--- src/rtl/fetch_queue_unit_pkg.sv ---
// Shared constants and types for the instruction-fetch front end.
package fetch_pkg;

    localparam int unsigned DATAW_DEF     = 32;
    localparam logic [31:0] BASE_ADDR_DEF = 32'h0100_0000;
    localparam logic [31:0] NOP_INSTR     = 32'h0000_0013;
    localparam int unsigned INSTR_BYTES   = 4;

    typedef struct packed {
        logic [DATAW_DEF-1:0] pc;
        logic [DATAW_DEF-1:0] instr;
    } fetch_entry;

endpackage

--- src/rtl/fetch_queue_unit_sync_fifo.sv ---
// Power-of-two circular FIFO with flush; head is read straight from registered storage.
module sync_fifo #(
    parameter int WIDTH = 64,
    parameter int DEPTH = 4,
    parameter int PTRW  = $clog2(DEPTH)
) (
    input  logic             clock,
    input  logic             reset,
    input  logic             push,
    input  logic [WIDTH-1:0] push_data,
    input  logic             pop,
    input  logic             flush,
    output logic [WIDTH-1:0] head,
    output logic [PTRW:0]    count
);

    logic [WIDTH-1:0] mem [DEPTH];
    logic [PTRW-1:0]  rd_ptr;
    logic [PTRW-1:0]  wr_ptr;
    logic             do_push;
    logic             do_pop;

    always_comb begin
        do_pop  = pop && (count != '0);
        do_push = push && ((count != (PTRW+1)'(DEPTH)) || do_pop);
    end

    always_ff @(posedge clock or posedge reset) begin
        if (reset) begin
            rd_ptr <= '0;
            wr_ptr <= '0;
            count  <= '0;
        end else if (flush) begin
            rd_ptr <= '0;
            wr_ptr <= '0;
            count  <= '0;
        end else begin
            if (do_push) wr_ptr <= wr_ptr + 1'b1;
            if (do_pop)  rd_ptr <= rd_ptr + 1'b1;
            count <= count + (PTRW+1)'(do_push) - (PTRW+1)'(do_pop);
        end
    end

    always_ff @(posedge clock) begin
        if (do_push && !flush) mem[wr_ptr] <= push_data;
    end

    assign head = mem[rd_ptr];

endmodule

--- src/rtl/fetch_queue_unit.sv ---
// Fetch front end: PC generation and credit-based issue into imemory, prefetch queue towards decode.
module fetch_queue_unit
    import fetch_pkg::*;
#(
    parameter int          DATAW     = DATAW_DEF,
    parameter logic [31:0] BASE_ADDR = BASE_ADDR_DEF,
    parameter int          DEPTH     = 4,
    parameter int          PTRW      = $clog2(DEPTH)
) (
    input  logic             clock,
    input  logic             reset,
    output logic [DATAW-1:0] imem_addr,
    output logic             imem_enable,
    input  logic [DATAW-1:0] imem_data,
    input  logic             redirect,
    input  logic [DATAW-1:0] redirect_pc,
    output logic             instr_valid,
    output logic [DATAW-1:0] instr,
    output logic [DATAW-1:0] instr_pc,
    input  logic             instr_ready,
    output logic [PTRW:0]    count
);

    logic [DATAW-1:0]   fetch_pc_r;
    logic [DATAW-1:0]   inflight_pc_r;
    logic               inflight_r;
    logic               issue;
    logic               push;
    logic               pop;
    logic [2*DATAW-1:0] head;

    // Credit counts the in-flight response as occupied so a push always has room.
    always_comb begin
        issue = !reset && !redirect &&
                (({1'b0, count} + (PTRW+2)'(inflight_r)) < (PTRW+2)'(DEPTH));
        push  = inflight_r && !redirect;
        pop   = instr_valid && instr_ready;
    end

    assign imem_enable = issue;
    assign imem_addr   = fetch_pc_r;

    always_ff @(posedge clock or posedge reset) begin
        if (reset) begin
            fetch_pc_r    <= DATAW'(BASE_ADDR);
            inflight_r    <= 1'b0;
            inflight_pc_r <= '0;
        end else if (redirect) begin
            fetch_pc_r <= {redirect_pc[DATAW-1:2], 2'b00};
            inflight_r <= 1'b0;
        end else if (issue) begin
            inflight_r    <= 1'b1;
            inflight_pc_r <= fetch_pc_r;
            fetch_pc_r    <= fetch_pc_r + DATAW'(INSTR_BYTES);
        end else begin
            inflight_r <= 1'b0;
        end
    end

    sync_fifo #(
        .WIDTH (2*DATAW),
        .DEPTH (DEPTH),
        .PTRW  (PTRW)
    ) u_queue (
        .clock     (clock),
        .reset     (reset),
        .push      (push),
        .push_data ({inflight_pc_r, imem_data}),
        .pop       (pop),
        .flush     (redirect),
        .head      (head),
        .count     (count)
    );

    always_comb begin
        instr_valid = (count != '0);
        instr_pc    = instr_valid ? head[2*DATAW-1:DATAW] : '0;
        instr       = instr_valid ? head[DATAW-1:0]       : '0;
    end

endmodule

--- config.mk ---
export PLATFORM = sky130hd
export DESIGN_NAME = fetch_queue_unit
export DESIGN_NICKNAME = d
export VERILOG_FILES = /design/src/rtl/fetch_queue_unit_pkg.sv /design/src/rtl/fetch_queue_unit_sync_fifo.sv /design/src/rtl/fetch_queue_unit.sv
export SDC_FILE = /design/constraint.sdc
export NUM_CORES = 1
export LEC_CHECK = 0
export ABC_AREA = 1
export BUFFER_PORTS_ARGS = -buffer_cell sky130_fd_sc_hd__buf_4
export CAP_MARGIN = 30
export CORE_MARGIN = 2
export CORE_UTILIZATION = 30
export CTS_BUF_LIST = sky130_fd_sc_hd__clkbuf_2
export CTS_CLUSTER_DIAMETER = 80
export DETAILED_ROUTE_END_ITERATION = 8
export PLACE_DENSITY = 0.48
export REMOVE_ABC_BUFFERS = 1
export SLEW_MARGIN = 0
export SYNTH_ARGS = -nofsm -noshare
export SYNTH_HDL_FRONTEND = slang
export SYNTH_SLANG_ARGS = --single-unit
--- constraint.sdc ---
create_clock -name clock -period 5.7 [get_ports clock]
set_input_delay 1.71 -clock clock [delete_from_list [all_inputs] [get_ports clock]]
set_output_delay 1.71 -clock clock [all_outputs]
set_load 0.03 [all_outputs]
After elaboration in Yosys (flattened, before gate mapping)
Memory sizes are Yosys's and may differ from the RTL's.
Index checks and enable logic that the tools add are counted.
{"block": "totals", "wordCells": 44, "reg_bits": 72, "mem_count": 1, "mem_bits_rw": 256, "romBits": 0, "in_bits": 68, "output_inout_bits": 101, "latchBits": 0}
{"block": "classes", "eq_ne": 1, "n_shift": 0, "bitwise_logic": 1, "multipliers": 0, "n_reduce_logical": 15, "magnitude_cmp": 1, "n_div": 0, "muxes": 13, "add_sub_neg": 6}
{"memory": "u_queue.mem", "words": 4, "width": 64, "read_ports": 1, "rd_clocked_by_memory_dff": 0, "write_ports": 1, "line": "fetch_queue_unit_sync_fifo.sv:17", "source": "logic [WIDTH-1:0] mem [DEPTH];"}
{"cell": "$mux W32", "count": 4}
{"cell": "$add A32 B3 Y32 const B", "count": 1}
{"cell": "$mux W2", "count": 4}
{"cell": "$logic_and A1 B1 Y1", "count": 7}
{"cell": "$reduce_bool A2 Y1", "count": 3}
{"cell": "$add A2 B1 Y2 const B", "count": 2}
{"cell": "$add A3 B1 Y4", "count": 1}
{"cell": "$lt A4 B3 Y1 const B", "count": 1}
{"cell": "$mux W1", "count": 4}
{"cell": "$add A3 B1 Y3", "count": 1}
{"cell": "$mux W3", "count": 1}
{"cell": "$ne A3 B3 Y1 const B", "count": 1}
{"cell": "$reduce_bool A3 Y1", "count": 1}
{"cell": "$sub A3 B1 Y3", "count": 1}
{"cell": "$logic_not A1 Y1", "count": 2}
{"cell": "$reduce_and A2 Y1", "count": 1}
{"cell": "$logic_or A1 B1 Y1", "count": 1}
{"cell": "$not A1 Y1", "count": 1}

Longest topological paths before layout
Gate-level depths: netlist of run 1.
{"block": "depth", "word_depth": 8, "mapped_depth": 11}

Modules after synthesis
A second synthesis of run 1 with hierarchy kept.
{"block": "hier_totals", "cells_unflattened": 1264, "hier_area_um2": 14086.0}
{"mod": "sync_fifo", "cells_each": 683, "area_per_inst_um2": 10168.5, "n_inst": 1, "seq_area_each_um2": 7862.5}
{"mod": "fetch_queue_unit", "cells_each": 581, "area_per_inst_um2": 3917.5, "n_inst": 1, "seq_area_each_um2": 1527.7}

Worst setup path before layout of run 1
Ideal clock, no wire load.
{"block": "synth_path", "kind": "input to register", "start": "input instr_ready", "end": "memory u_queue.mem[0][0], enable pin", "t_arrival_ns": 4.755, "setup_slack_ns": 0.462, "cell_stages": 6, "setup_ns": 0.482, "path_buffers": 0, "path_cell_list": "inv_1 > nand3_1 > nand2_1 > nor2_1 > inv_1 > nor2_1"}
{"block": "synth_via", "elab_chain_cells": 7}
{"item": "start: declaration", "line": "fetch_queue_unit.sv:20", "source": "input logic instr_ready,"}
{"item": "$logic_and A1 B1 Y1", "line": "fetch_queue_unit.sv:37", "source": "pop = instr_valid && instr_ready;"}
{"item": "$logic_and A1 B1 Y1", "line": "fetch_queue_unit_sync_fifo.sv:24", "source": "do_pop = pop && (count != '0);"}
{"item": "$logic_or A1 B1 Y1", "line": "fetch_queue_unit_sync_fifo.sv:25", "source": "do_push = push && ((count != (PTRW+1)'(DEPTH)) || do_pop);"}
{"item": "$logic_and A1 B1 Y1", "line": "fetch_queue_unit_sync_fifo.sv:25"}
{"item": "$logic_and A1 B1 Y1", "line": "fetch_queue_unit_sync_fifo.sv:45", "source": "if (do_push && !flush) mem[wr_ptr] <= push_data;"}
{"item": "$mux W1", "line": "fetch_queue_unit_sync_fifo.sv:45"}
{"item": "$mux W1 (implied by the code)", "line": "fetch_queue_unit_sync_fifo.sv:45"}
{"item": "end: declaration", "line": "fetch_queue_unit_sync_fifo.sv:17"}
No other way between the ends.

Worst setup path in the final report of run 1
{"block": "layout_path", "start": "register u_queue.rd_ptr[0]", "end": "output instr[30]"}
{"block": "layout_via", "elab_chain_cells": 2}
{"item": "start: declaration", "line": "fetch_queue_unit_sync_fifo.sv:18", "source": "logic [PTRW-1:0] rd_ptr;"}
{"item": "start signal: assignment", "line": "fetch_queue_unit_sync_fifo.sv:39", "source": "if (do_pop) rd_ptr <= rd_ptr + 1'b1;"}
{"item": "$mem_v2 Z4 W64"}
{"item": "$mux W32", "line": "fetch_queue_unit.sv:78", "source": "instr = instr_valid ? head[DATAW-1:0] : '0;"}
{"item": "end: declaration", "line": "fetch_queue_unit.sv:18", "source": "output logic [DATAW-1:0] instr,"}
No other way between the ends.

==> results of run 1 <==
-- registers in the layout (all words and copies together), names as in the netlist --
name            cells
inflight_r          1
u_queue.rd_ptr      2
u_queue.wr_ptr      2
inflight_pc_r      30
u_queue.count       3
u_queue.mem       248
imem_addr          30
-- routing by layer --
metal | vias up | wire (um)
met2 | 250 | 16900
met5 | - | 0
met3 | 49 | 1900
met1 | 4601 | 16800
li1 | 4798 | -
met4 | 0 | 685
-- logic make-up (layout without fill, tap and decap cells) --
| logic type | count (synthesis) | in the layout | share of synthesized area |
|---|---|---|---|
| buffers and inverters | 140 | 407 | 0.0483 |
| adders and majority gates | 9 | 9 | 0.00891 |
| other | 1 | 5 | 0.000278 |
| DFF | 316 | 316 | 0.679 |
| and+or+nand+nor | 586 | 586 | 0.178 |
| AOI/OAI and AO/OA | 231 | 231 | 0.0858 |
-- power breakdown --
part	internal, uW	switching (uW)
logic	784	1740
registers	2800	240
clock network	673	899
-- cells in the mapped netlist --
cell and count:
ha_1 8, dfrtp_1 67, nand2_2 3, nor2_8 1, buf_6 8, or2_2 1
conb_1 1, nor2_2 5, nor2_1 289, nand2_4 2, buf_4 9, fa_1 1
buf_2 13, inv_6 1, clkbuf_1 24, clkinv_1 2, inv_2 3, nand3_2 1
nand3_1 76, nand2_1 202, inv_1 67, buf_1 5, a21oi_1 66, nand4_1 1
clkbuf_2 8, dfstp_2 1, edfxtp_1 248, o21ai_0 165, nor2_4 5
-- worst register-to-register path: stages, from the launching register on --
cell and delay [ns]:
dfrtp_1 0.48, nor2_1 0.16, nand2_1 0.10, inv_2 0.61
nor2_1 0.28, ha_1 0.35, inv_1 0.06, ha_1 0.13
inv_1 0.05, fa_1 0.38, o21ai_0 0.19, a21oi_1 0.06
-- through the flow --
stage | std cells | instance area, sq um | worst slack [ns] | total power (uW)
2_1_floorplan | 1219 | 13100 | 0.0219 | 4500
3_3_place_gp | 1988 | 15300 | 1.45 | 5640
3_5_place_dp | 1992 | 15400 | 1.45 | 5670
4_1_cts | 2144 | 16100 | 0.785 | 7290
5_1_grt | 2146 | 16200 | 0.709 | 7650
6_report | 2146 | 16200 | 0.973 | 7140
-- worst min-delay path by stage --
stage | cells past startpoint | slack, ns | to | start
2_1_floorplan | 0 | 0.48 | u_queue.mem[0][34] | inflight_pc_r[2]
3_3_place_gp | 0 | 0.51 | u_queue.mem[1][51] | inflight_pc_r[19]
3_5_place_dp | 0 | 0.51 | u_queue.mem[2][38] | inflight_pc_r[6]
4_1_cts | 0 | 0.48 | u_queue.mem[1][39] | inflight_pc_r[7]
5_1_grt | 0 | 0.50 | u_queue.mem[1][39] | inflight_pc_r[7]
6_report | 0 | 0.50 | u_queue.mem[1][39] | inflight_pc_r[7]
-- layout make-up --
type,count,area (sq um),share of cell area
Multi-Input combinational cell,830,3720,0.230
Sequential cell,316,9160,0.566
Inverter,73,280,0.0173
Clock buffer,138,691,0.0427
Antenna cell,1,2.50,0.000155
Tap cell,592,741,0.0458
Timing Repair Buffer,182,1500,0.0929
Clock inverter,14,80.1,0.00495
==> out/results.tsv, run 1 <==
metric	value	unit
Clock transition at path regs	0.11	ns
most common cell after layout, fill and taps aside	nor2_1	
CP max stage delay	0.53	ns
Placer Congestion	0.829	
Hold Violations, Final	0	
share of the synthesized area in the top cell type	0.553	
Synth cell types	29	
DR iter-0 viols	744	
CTS tree	built	
Seq cells post-synth	316	
r2r setup slk	2.75	ns
critical path type	reg -> out	
hold buffer count at CTS	0	
Slew @ Worst Pin	0.843	ns
fin crit period	4.73	ns
post-DP HPWL	21100	um
chip height	216	um
Worst path most repeated cell	buf_4	
critical path, cell by cell	clkinv_2 -> buf_4 -> o21ai_0 -> a21oi_1 -> buf_4	
Worst Path Required	3.99	ns
Core Util, Final	0.365	
crit path max fanout	52	
DR DRC count	0	
initial antenna violation count	1	
Avg WL per Cell	16.9	um
CP max stage cell	buf_4	
Worst Clk Skew	0.0565	ns
WP buf/inv	3	
Routed WL	36300	um
net total in the final layout	1566	
RSZ-0062 raised after global routing	no	
grt met2 use	0.249	
total track usage	0.156	
Root Buffer	clkbuf_2	
MaxCap Viol Count	0	
worst reg2reg startpoint	u_queue.count[1]	
drt pass-1 iters	5	
insertion delay of the later-clocked pin in the worst-skew pair	0.93	ns
synthesized area	13500	sq um
Die X	216	um
Yosys top cell by area	edfxtp_1	
Max VDD drop	295	uV
Leak	0.00653	uW
top cells by area, synth	edfxtp_1, dfrtp_1, nor2_1, o21ai_0, nand2_1	
sequential share of the synthesized area	0.679	
die area	46600	sq um
grt peak-use layer	met2	
status	finished clean	
Final Max Tran Viols	0	
GR Layer Usage met1	0.209	
GR Overflow Total	0	
initial cell density of the core	0.304	
vias	9698	
largest net degree at the start of global routing	127	
fill count	4515	
met3 Usage GRT	0.0354	
H-tree Lvls	3	
pwr/cell area	442	nW/um^2
worst reg2reg path depth	11	
final hold slack	0.501	ns
layout cells sized above 1	0.228	
global-route wire length before repair	55800	um
Avg Cell Area, Syn	10.5	sq um
IO Count	169	
IO buf count	162	
Tcrit/Tclk final	0.829	
worst rel slew slack	0.438	
most frequent cells in the layout	nor2_1, edfxtp_1, nand2_1	
Ys Warns	0	
via density per instance	4.52	
CTS Buf Count	86	
core area	44300	sq um
Resized cells post-CTS	0	
Startpoint Class	register	
Min-Delay Path Class	reg -> reg	
Critical Path AT	3.02	ns
kind of end point of the critical path	output pin	
final setup TNS	0	ns
critical path depth in cells	5	
vias in the first global route	9562	
Peak Freq	212	MHz
P&R area growth vs syn	20.0	%
Post-DRT Antenna Nets	0	
# Post-CTS Setup Buffers	0	
CTS sink cnt	316	
final setup fails	0	
CP top delay family	buffers and inverters	
Clock Path Buffers	3	
reg2reg end	u_queue.count[2]	
Rows	77	
Post-Syn Instances	1283	
Worst Setup SP	u_queue.rd_ptr[0]	
crit path to	instr[30]	
(Power assumes the default switching activity.)
==> run 2, diff against run 1 <==
==> constraint.sdc (replaced) <==
create_clock -name clock -period 4.4 [get_ports clock]
set_input_delay 1.32 -clock clock [delete_from_list [all_inputs] [get_ports clock]]
set_output_delay 1.32 -clock clock [all_outputs]
set_load 0.03 [all_outputs]
==> run 2 against run 1 <==
Compared with the run above: sequential share of layout area decreased by 0.061 points; via count fell by 0.92%; die area did not move; cell count fell by 0.28%; largest cell class unchanged; critical endpoint is now instr_pc[31]; combinational power grew 29%; sequential power up 30%; register-to-register slack got worse by 0.87 ns; worst setup slack worse by 0.68 ns; worst hold slack worse by 0.16 ns; critical path depth rose by 1.
==> out/results.tsv, run 2 (synthesis results as in run 1) <==
metric	value	unit	change
status	finished clean		
design area	16200	sq um	+0.11%
CP max stage delay	0.46	ns	-0.07 ns
largest net degree at the start of global routing	127		unchanged
CP max stage cell	dfrtp_4		
crit path max fanout	126		+140%
pwr/cell area	581	nW/um^2	+32%
post-DP HPWL	20800	um	-1.5%
IO Count	169		unchanged
Worst Path Required	3.08	ns	-0.91 ns
chip height	216	um	unchanged
critical path, cell by cell	buf_16 -> nor2_1 -> nor2_1 -> o21ai_0 -> a21oi_1 -> buf_4		
Post-DRT Antenna Nets	0		unchanged
insertion delay of the later-clocked pin in the worst-skew pair	0.93	ns	about the same
drt pass-1 iters	7		+2
core area	44300	sq um	unchanged
Clock transition at path regs	0.09	ns	-0.02 ns
layout cells sized above 1	0.224		-0.00429
vias in the first global route	9392		-1.8%
kind of end point of the critical path	output pin		
Root Buffer	clkbuf_2		
Avg WL per Cell	16.7	um	-1.4%
combinational share of power	0.348		-0.006
Rows	77		unchanged
H-tree Lvls	3		unchanged
GR Overflow Total	0		unchanged
Die X	216	um	unchanged
Clock power frac	0.233		+0.013
Switch Pwr	3740	uW	+30%
Leak	0.00652	uW	-0.21%
final setup fails	0		unchanged
worst rel slew slack	0.380		-0.0577
total track usage	0.154		-0.00263
die area	46600	sq um	unchanged
Worst Clk Skew	0.0725	ns	+0.0160 ns
Clock Path Buffers	3		unchanged
dpl cells	1991		-0.050%
Critical Path AT	2.78	ns	-0.24 ns
Pint	5660	uW	+33%
hold buffer count at CTS	0		unchanged
Biggest register	u_queue.mem		
initial antenna violation count	1		unchanged
Setup WS pre-CTS	0.925	ns	-0.530 ns
placed cell areas	15300	sq um	-0.15%
flip-flop count of the largest register after layout	248		unchanged
Placer Congestion	0.814		-1.9%
initial cell density of the core	0.304		unchanged
DR DRC count	0		unchanged
P&R area growth vs syn	20.1	%	
CTS sink cnt	316		unchanged
WP buf/inv	2		-1
IO buf count	162		unchanged
most frequent cells in the layout	nor2_1, edfxtp_1, nand2_1		
Tcrit/Tclk final	0.932		
CTS Buf Count	86		unchanged
non-filler instance count after layout	2140		-0.28%
MaxCap Viol Count	0		unchanged
Slew @ Worst Pin	0.930	ns	+0.0865 ns
Routed WL	35700	um	-1.7%
Startpoint Class	register		
Peak Freq	244	MHz	
Final Max Tran Viols	0		unchanged
DR iter-0 viols	668		-10%
Sequential Power Share	0.419		-0.007
Worst path most repeated cell	nor2_1		
critical path type	reg -> out		
Max VDD drop	330	uV	+12%
fin crit period	4.10	ns	
final hold slack	0.338	ns	-0.163 ns
CP top delay family	buffers and inverters		
via density per instance	4.49		-0.64%
vias	9609		-0.92%
CTS tree	built		
Hold Violations, Final	0		unchanged
global-route wire length before repair	54700	um	-2.0%
setup ws final	0.298	ns	-0.675 ns
# Post-CTS Setup Buffers	0		unchanged
net total in the final layout	1564		-0.13%
most common cell after layout, fill and taps aside	nor2_1		
Min-Delay Path Class	in -> async		
Switching Share	0.398		-0.00591
RSZ-0062 raised after global routing	no		
## run 2: cell count changes in the layout (fill, tap and decap cells not counted), sizes merged
cell      previous run  this run
clkinvlp             0         1
buf                182       180
clkbuf             138       129
bufinv               1         4
clkinv              14        15
## run 2: final cells by class
type	count	area (sq um)
Antenna cell	1	2.50
Clock buffer	129	646
Clock inverter	19	181
Fill cell	4549	28100
Inverter	73	284
Multi-Input combinational cell	830	3720
Sequential cell	316	9160
Tap cell	592	741
Timing Repair Buffer	180	1460
## run 2: worst reg2reg max path, stage by stage (launching register included)
cell and delay [ns]:
dfrtp_1 0.47, nor2_1 0.15, nand2_1 0.12, inv_4 0.32
nor2_1 0.20, ha_1 0.31, inv_1 0.06, ha_1 0.13
inv_1 0.05, fa_1 0.37, o21ai_0 0.16, a21oi_1 0.06
## run 2: worst paths after layout
path | start | end | slack, ns | depth (start not counted)
min in group clock | inflight_pc_r[18] | u_queue.mem[1][50] | 0.51 | 0
max in group asynchronous | reset | inflight_pc_r[18] | 3.27 | 3
worst max-delay path | u_queue.rd_ptr[0] | instr_pc[31] | 0.30 | 6
worst max register to register | u_queue.count[1] | u_queue.count[2] | 1.88 | 11
worst min-delay path | reset | inflight_r | 0.34 | 2
worst min register to register | inflight_pc_r[18] | u_queue.mem[1][50] | 0.51 | 0
## run 2: timing repair
item,CTS,global route
endpoints found under the hold margin,0,0
resized for setup,0,4
endpoints found under the setup margin,0,30
## run 2: through the flow
stage	utilization	setup TNS, ns	total power (uW)
floorplan	-	-166.10	5830
global placement	0.346	0	7320
detailed placement	0.346	0	7340
CTS	0.365	0	9600
global route	0.365	0	10000
finish	0.365	0	9400
## run 2: metal layers
layer | track usage | up-vias | wire (um)
met1 | 0.212 | 4538 | 17000
li1 | - | 4805 | -
met4 | 0.0534 | 0 | 501
met5 | 0 | - | 0
met3 | 0.0355 | 33 | 1810
met2 | 0.238 | 233 | 16300
## run 2: power groups by stage
stage	Combinational [uW]	Clock (uW)	Sequential [uW]
finish	3270	2190	3940
global route	3570	2460	4000
global placement	3320	0	4000
CTS	3340	2310	3940
detailed placement	3330	0	4010
floorplan	1730	0	4100
